<file path="src/rtl/fetch_queue.sv">
// Instruction fetch queue: credit-limited memory request issue, in-order PC tagging
// of responses, a Depth-entry {pc, data} FIFO, and redirect flush of stale responses.
module fetch_queue_chk #(
   parameter int CW    = 3,
   parameter int Depth = 4
) (
   input logic          clk_i,
   input logic          rst_ni,
   input logic          push_i,
   input logic          pop_i,
   input logic [CW-1:0] count_i
);
   localparam logic [CW-1:0] Full = CW'(Depth);

   a_no_overflow: assert property (@(posedge clk_i) disable iff (!rst_ni)
      !(push_i && !pop_i && (count_i == Full)));
endmodule

module fetch_queue #(
   parameter int              Xlen           = 32,
   parameter int              Ilen           = 32,
   parameter int              Depth          = 4,
   parameter int              MaxOutstanding = 2,
   parameter logic [Xlen-1:0] ResetPc        = '0
) (
   input  logic                       clk_i,
   input  logic                       rst_ni,
   input  logic                       redirect_i,
   input  logic [Xlen-1:0]            redirect_pc_i,
   input  logic                       mem_ready_i,
   output logic                       mem_valid_o,
   output logic [Xlen-1:0]            mem_addr_o,
   input  logic [Xlen-1:0]            mem_rdata_i,
   input  logic                       mem_rvalid_i,
   input  logic                       inst_ready_i,
   output logic                       inst_valid_o,
   output logic [Xlen-1:0]            inst_pc_o,
   output logic [Ilen-1:0]            inst_data_o,
   output logic [$clog2(Depth+1)-1:0] count_o
);
   localparam int PW = $clog2(Depth);
   localparam int CW = $clog2(Depth + 1);
   localparam int OW = $clog2(MaxOutstanding + 1);
   localparam int TW = (MaxOutstanding > 1) ? $clog2(MaxOutstanding) : 1;
   localparam logic [OW-1:0] MaxOut  = OW'(MaxOutstanding);
   localparam logic [CW:0]   DepthC  = (CW+1)'(Depth);
   localparam logic [TW-1:0] TagLast = TW'(MaxOutstanding - 1);

   logic [Xlen-1:0] fetch_pc_q, fetch_pc_d;
   logic [OW-1:0]   outstanding_q, outstanding_d;
   logic [OW-1:0]   discard_q, discard_d;
   logic [CW-1:0]   count_q, count_d;
   logic [PW-1:0]   rd_ptr_q, rd_ptr_d, wr_ptr_q, wr_ptr_d;
   logic [TW-1:0]   tag_rd_q, tag_rd_d, tag_wr_q, tag_wr_d;
   logic [Xlen-1:0] tag_mem_q  [MaxOutstanding];
   logic [Xlen-1:0] pc_mem_q   [Depth];
   logic [Ilen-1:0] data_mem_q [Depth];
   logic            accept_s, push_s, pop_s;
   logic [CW:0]     credit_s;
   logic            unused_pc_bits;

   assign unused_pc_bits = ^redirect_pc_i[1:0];
   assign mem_addr_o     = fetch_pc_q;
   assign inst_valid_o   = (count_q != '0);
   assign inst_pc_o      = pc_mem_q[rd_ptr_q];
   assign inst_data_o    = data_mem_q[rd_ptr_q];
   assign count_o        = count_q;

   // Stale in-flight requests still hold credits, so the sum bounds FIFO occupancy.
   always_comb begin
      credit_s    = (CW+1)'(outstanding_q) + (CW+1)'(count_q);
      mem_valid_o = rst_ni && !redirect_i && (outstanding_q < MaxOut) && (credit_s < DepthC);
      accept_s    = mem_valid_o && mem_ready_i;
      push_s      = mem_rvalid_i && !redirect_i && (discard_q == '0);
      pop_s       = inst_valid_o && inst_ready_i && !redirect_i;
   end

   // Next-state logic for fetch PC, request bookkeeping, tag queue and FIFO pointers.
   always_comb begin
      fetch_pc_d    = fetch_pc_q;
      outstanding_d = outstanding_q;
      discard_d     = discard_q;
      tag_wr_d      = tag_wr_q;
      tag_rd_d      = tag_rd_q;
      count_d       = count_q;
      rd_ptr_d      = rd_ptr_q;
      wr_ptr_d      = wr_ptr_q;

      if (redirect_i) begin
         fetch_pc_d = {redirect_pc_i[Xlen-1:2], 2'b00};
      end else if (accept_s) begin
         fetch_pc_d = fetch_pc_q + Xlen'(32'd4);
      end else begin
         fetch_pc_d = fetch_pc_q;
      end

      case ({accept_s, mem_rvalid_i})
         2'b10:   outstanding_d = outstanding_q + OW'(1'b1);
         2'b01:   outstanding_d = outstanding_q - OW'(1'b1);
         default: outstanding_d = outstanding_q;
      endcase

      // Every request still in flight becomes stale, including those already marked.
      if (redirect_i) begin
         discard_d = outstanding_q - OW'(mem_rvalid_i);
      end else if (mem_rvalid_i && (discard_q != '0)) begin
         discard_d = discard_q - OW'(1'b1);
      end else begin
         discard_d = discard_q;
      end

      if (accept_s) begin
         tag_wr_d = (tag_wr_q == TagLast) ? '0 : tag_wr_q + TW'(1'b1);
      end else begin
         tag_wr_d = tag_wr_q;
      end

      if (redirect_i) begin
         tag_rd_d = tag_wr_q;
      end else if (push_s) begin
         tag_rd_d = (tag_rd_q == TagLast) ? '0 : tag_rd_q + TW'(1'b1);
      end else begin
         tag_rd_d = tag_rd_q;
      end

      if (redirect_i) begin
         count_d  = '0;
         rd_ptr_d = wr_ptr_q;
         wr_ptr_d = wr_ptr_q;
      end else begin
         count_d  = count_q + CW'(push_s) - CW'(pop_s);
         rd_ptr_d = rd_ptr_q + PW'(pop_s);
         wr_ptr_d = wr_ptr_q + PW'(push_s);
      end
   end

   // Control state registers.
   always_ff @(posedge clk_i or negedge rst_ni) begin
      if (!rst_ni) begin
         fetch_pc_q    <= ResetPc;
         outstanding_q <= '0;
         discard_q     <= '0;
         count_q       <= '0;
         rd_ptr_q      <= '0;
         wr_ptr_q      <= '0;
         tag_rd_q      <= '0;
         tag_wr_q      <= '0;
      end else begin
         fetch_pc_q    <= fetch_pc_d;
         outstanding_q <= outstanding_d;
         discard_q     <= discard_d;
         count_q       <= count_d;
         rd_ptr_q      <= rd_ptr_d;
         wr_ptr_q      <= wr_ptr_d;
         tag_rd_q      <= tag_rd_d;
         tag_wr_q      <= tag_wr_d;
      end
   end

   // Tag and FIFO storage; contents are only meaningful behind the pointers.
   always_ff @(posedge clk_i) begin
      if (accept_s) begin
         tag_mem_q[tag_wr_q] <= fetch_pc_q;
      end
      if (push_s) begin
         pc_mem_q[wr_ptr_q]   <= tag_mem_q[tag_rd_q];
         data_mem_q[wr_ptr_q] <= mem_rdata_i[Ilen-1:0];
      end
   end

   fetch_queue_chk #(.CW(CW), .Depth(Depth)) u_chk (
      .clk_i   (clk_i),
      .rst_ni  (rst_ni),
      .push_i  (push_s),
      .pop_i   (pop_s),
      .count_i (count_q)
   );
endmodule

</file>
<file path="config.mk">
export PLATFORM = sky130hd
export DESIGN_NAME = fetch_queue
export DESIGN_NICKNAME = d
export VERILOG_FILES = /design/src/rtl/fetch_queue.sv
export SDC_FILE = /design/constraint.sdc
export NUM_CORES = 1
export LEC_CHECK = 0
export CORE_ASPECT_RATIO = 1.25
export CORE_MARGIN = 2
export CORE_UTILIZATION = 57
export DETAILED_ROUTE_END_ITERATION = 10
export DONT_BUFFER_PORTS = 1
export PLACE_DENSITY = 0.75
export SLEW_MARGIN = 5
export SYNTH_ARGS = -nofsm -noshare
export SYNTH_HDL_FRONTEND = slang
export SYNTH_SLANG_ARGS = --single-unit
</file>
<file path="constraint.sdc">
create_clock -name clk_i -period 7.8 [get_ports clk_i]
set_input_delay 0.78 -clock clk_i [delete_from_list [all_inputs] [get_ports clk_i]]
set_output_delay 0.78 -clock clk_i [all_outputs]
set_load 0.02 [all_outputs]
</file>
=== After elaboration in Yosys (flattened, before gate mapping) ===
Memories as Yosys holds them, arrays and structs flattened.
Cells that the tools add are included.

* $add $sub $neg: 12
* Magnitude comparators: 2
* Muxes and demuxes: 15
* Reductions and logical operators: 17
* Eq/ne operators: 2

{| class="wikitable"
|+ Operators with widths
! kind !! number
|-
| 32-bit 2-to-1 mux || 2
|-
| 32-bit by 3-bit adder with 32-bit output, second input constant || 1
|-
| 2-bit nonzero test || 5
|-
| 1-bit logical AND || 9
|-
| 1-bit 2-to-1 mux || 8
|-
| 2-bit 2-to-1 mux || 3
|-
| 2-bit by 1-bit adder with 2-bit output || 2
|-
| 2-bit by 3-bit adder with 4-bit output || 1
|-
| 4-bit by 3-bit less-than comparator with 1-bit output, second input constant || 1
|-
| 2-bit case mux with 2 select lines || 1
|-
| 2-bit by 1-bit subtractor with 2-bit output, second input constant || 2
|-
| 3-bit by 1-bit adder with 3-bit output || 1
|-
| 3-bit 2-to-1 mux || 1
|-
| 3-bit nonzero test || 1
|-
| 3-bit by 1-bit subtractor with 3-bit output || 1
|-
| 1-bit adder, second input constant || 2
|-
| 2-bit by 1-bit adder with 2-bit output, second input constant || 1
|-
| 2-bit by 1-bit equality test with 1-bit output, second input constant || 1
|-
| 2-bit equality test, second input constant || 1
|-
| 2-bit zero test || 1
|-
| 2-bit less-than comparator, second input constant || 1
|-
| 2-bit by 1-bit subtractor with 2-bit output || 1
|-
| 1-bit zero test || 1
|}

* Memories: 3
* Memory bits (writable): 320
* Flip-flop bits (word level): 45
* Logic and storage cells: 59
* Output and inout bits: 101
* Input port bits: 70

{| class="wikitable"
|+ Memory list
! name !! depth !! width !! read ports !! clocked after memory_dff !! write ports !! line !! RTL
|-
| data_mem_q || 4 || 32 || 1 || 0 || 1 || 57 || <nowiki>logic [Ilen-1:0] data_mem_q [Depth];</nowiki>
|-
| pc_mem_q || 4 || 32 || 1 || 0 || 1 || 56 || <nowiki>logic [Xlen-1:0] pc_mem_q [Depth];</nowiki>
|-
| tag_mem_q || 2 || 32 || 1 || 0 || 1 || 55 || <nowiki>logic [Xlen-1:0] tag_mem_q [MaxOutstanding];</nowiki>
|}

=== Depth between registers and ports, before layout ===
* Word-level depth: 7
* Depth in mapped cells: 11
* Mapped depth without buffers: 10

=== Worst setup path before layout ===
No wires, ideal clock.

* Path type: in2reg
* Start point: input redirect_i
* End point: memory data_mem_q[0][0] (enable)
* Cell stages on the path: 2
* Path buffers: 1
* Setup time: 635 ps
* Slack: 221 ps
* Arrival: 6945 ps
* Data required time: 7165 ps
* Path through: clkbuf_1 nor4_1

* Cells in the longest elaborated chain, start to end: 5

{| class="wikitable"
|+ Ends and longest elaborated chain
! item !! line !! RTL
|-
| start, declared || 28 || <nowiki>input logic redirect_i,</nowiki>
|-
| 1-bit zero test || 74 || <nowiki>push_s = mem_rvalid_i && !redirect_i && (discard_q == '0);</nowiki>
|-
| 1-bit logical AND (2 in series) || 74 ||
|-
| 1-bit 2-to-1 mux || 165 || <nowiki>if (push_s) begin</nowiki>
|-
| 1-bit 2-to-1 mux (not written as such) || 167 || <nowiki>data_mem_q[wr_ptr_q] <= mem_rdata_i[Ilen-1:0];</nowiki>
|-
| end, declared || 57 ||
|}

No other way between the ends.

=== Worst setup path after layout ===
* Start point: register rd_ptr_q[0]
* End point: output inst_pc_o[5]

* Cells in the longest elaborated chain, start to end: 1

{| class="wikitable"
|+ Ends and longest elaborated chain
! item !! line !! RTL
|-
| start, declared || 53 || <nowiki>logic [PW-1:0] rd_ptr_q, rd_ptr_d, wr_ptr_q, wr_ptr_d;</nowiki>
|-
| start signal, assigned || 153 || <nowiki>rd_ptr_q <= rd_ptr_d;</nowiki>
|-
| memory read 4 x 32 bit || - ||
|-
| end, declared || 37 || <nowiki>output logic [Xlen-1:0] inst_pc_o,</nowiki>
|}

No other way between the ends.

==> flow_summary.toml <==
[synthesis]
ys_types = 51
synthFlopType = "edfxtp_1"
synthArstFlopShare_pct = 12.3
yosysSeqAreaShare_pct = 75.7
synth_warnings = 0
synth-edff-count = 308
ys_seq_elements = 351
syn_area_sq_um = 13600
avgSynthCellArea_sq_um = 19.3
synthCells = 708

[floorplanning]
rows = 63
fp.coreArea_sq_um = 23600
io_pins = 171
initial_core_util_pct = 57.7
die_height_microns = 177
dieArea_sq_um = 25200
die_w_microns = 142

[power]
leakagePower_uw = 0.00490
power.switching_uw = 1460
report.power.total_uw = 5070
p_clk_share_pct = 31.5
p_seq_share_pct = 47.8
share_comb_of_total_power_pct = 20.7
internal_power_uw = 3610
power_density_nw_per_um2 = 336
swShare_pct = 28.9
ir_drop_mv = 0.212

[placement]
dp_slack_ns = 4.53
io_buffer_count = 0
placedInstanceArea_sq_um = 13900
gp_congestion = 0.875
dp_hpwl_microns = 15000

[cells_and_area]
fill_cells = 1580
nNetsFinal = 801
drive_gt1_share_pct = 22.2
final_common_cell = "edfxtp_1"
final_cell_area_sq_um = 15100
final_core_util_pct = 63.7
antenna_cells = 0
final_cell_mix = "edfxtp_1 (308), mux4_2 (62), nand2_1 (45)"
syn_to_final_growth_pct = 10.5

[global_route]
grt_max_degree = 63
grt_pass1_vias = 6965
overflow = 0
grt_use_total_pct = 20.4
antenna_found_initial = 0
grt_pass1_wl_microns = 39000

[timing]
period_share_pct = 44.8
setup_viol = 0
hold_violations = 0
drv_slew = 0
fin_skew_ns = 0.0190
rsz0062_at_grt = "false"
layout_min_cycle_time_ns = 3.50
worst_slew_pin_slew_ns = 1.13
max_slew_margin_pct = 24.2
setup_tns_ns = 0
clock.fmax_mhz = 286
setup_slack_ns = 4.30

[drt]
ant_nets = 0
drt-met1-wl_microns = 9790
highest_layer = "met4"
drtIter0Drc = 390
wl_per_cell_microns = 24.5
drt_pass1_iterations = 5
via_count = 6717
via_per_inst = 6.46
wl_met2_microns = 12800
wl_met3_microns = 2110
wl_microns = 25400
drc = 0

[cts]
cts_hold_buf = 1
ctsResizeCount = 0
postCtsSetupRepairBufs = 0
clk_pin_slew_ns = 0.06
clk_path_buf_depth = 3
cts_buffers = 35
insertion_delay_ns = 0.50
cts.sinks = 351
ctsHtreeMaxLevel = 2
ctsRootBufferMaster = "clkbuf_16"
cts_tree = "done"

[setup_path]
critPathLaunchType = "register"
critPathRequiredTime_ns = 7.02
reg2reg_depth = 6
r2r-start = "count_o[1]"
r2r_slack_ns = 4.61
r2r_end = "tag_mem_q[0][27]"
crit_arrival_ns = 2.72
crit_fanout = 41
path_class = "register to output port"
crit_path_end_kind = "output port"
startpoint = "rd_ptr_q[0]"

[flow_run]
maxCapViolations = 0

[run_status]
outcome = "complete, no violations"

[hold_path]
min_path_type = "input pin to async pin"
-- sequential cells by signal (all words and copies together), names as in the netlist --
| name | flops |
|---|---|
| count_o | 3 |
| data_mem_q | 128 |
| discard_q | 2 |
| mem_addr_o | 30 |
| outstanding_q | 2 |
| pc_mem_q | 120 |
| rd_ptr_q | 2 |
| tag_mem_q | 60 |
| tag_rd_q | 1 |
| tag_wr_q | 1 |
| wr_ptr_q | 2 |
-- worst max-delay path by stage --
stage,endpoint,slack [ns],depth (start not counted)
6_report,inst_pc_o[5],4.30,2
5_1_grt,inst_pc_o[5],4.05,2
4_1_cts,inst_pc_o[5],4.16,2
3_5_place_dp,mem_addr_o[11],4.53,5
3_3_place_gp,tag_mem_q[0][24],4.66,5
2_1_floorplan,data_mem_q[0][0],0.22,2
-- critical path, cell delays in order (launching register included) --
cell and delay, ns:
dfrtp_4 0.74, buf_4 0.73, mux4_2 0.71
-- logic make-up (layout without fill, tap and decap cells) --
family	count (synthesis)	after routing	synth area share (%)
AOI/OAI and AO/OA	64	64	3.25
muxes	93	93	12.8
adders and majority gates	8	8	0.789
buffers and inverters	44	80	1.52
DFF	351	351	75.7
other	1	4	0.0275
and+or+nand+nor	134	134	5.08
xor gates and xnor gates	13	13	0.835
-- layer usage --
layer / vias to the layer above / global-route usage [%]
li1: 2885 / -
met1: 3457 / 25.8
met2: 316 / 33.9
met3: 59 / 5.41
met4: 0 / 8.04
met5: - / 0
-- Yosys cell counts, drive strengths merged, types with 2 or more instances --
master,n,area [sq um]
edfxtp,308,9250
mux4,62,1400
nand2,45,169
dfrtp,43,1080
mux2,30,338
nand3,24,120
nor2,22,82.6
buf,21,121
o21ai,19,95.1
clkbuf,14,52.6
o311ai,13,114
nand4,11,75.1
o211ai,11,82.6
inv,8,30.0
and3,7,43.8
ha,7,87.6
xnor2,7,61.3
a31oi,6,37.5
xor2,6,52.6
a21oi,4,20.0
and2,4,25.0
nor4,4,46.3
or3,4,25.0
a22oi,3,22.5
a32oi,3,26.3
or4,3,22.5
a221o,2,20.0
nor3,2,15.0
-- per-stage QoR --
| stage | std cells | hold WS [ns] |
|---|---|---|
| 2_1_floorplan | 711 | 0.481 |
| 3_3_place_gp | 977 | 0.486 |
| 3_5_place_dp | 977 | 0.486 |
| 4_1_cts | 1039 | 0.113 |
| 5_1_grt | 1039 | 0.122 |
| 6_report | 1039 | 0.117 |
-- layout make-up --
| cell class | count | area (sq um) | area share, % |
|---|---|---|---|
| Inverter | 9 | 33.8 | 0.224 |
| Tap cell | 292 | 365 | 2.42 |
| Timing Repair Buffer | 10 | 87.6 | 0.581 |
| Sequential cell | 351 | 10300 | 68.5 |
| Clock inverter | 16 | 131 | 0.872 |
| Clock buffer | 45 | 976 | 6.48 |
| Multi-Input combinational cell | 316 | 3150 | 20.9 |
-- power groups by stage --
stage	Clock (uW)	Sequential [uW]	Combinational, uW
6_report	1600	2420	1050
5_1_grt	1710	2440	1120
4_1_cts	1640	2420	1060
3_5_place_dp	0	2460	1060
3_3_place_gp	0	2450	1030
2_1_floorplan	0	2390	896
(Power assumes the default switching activity.)
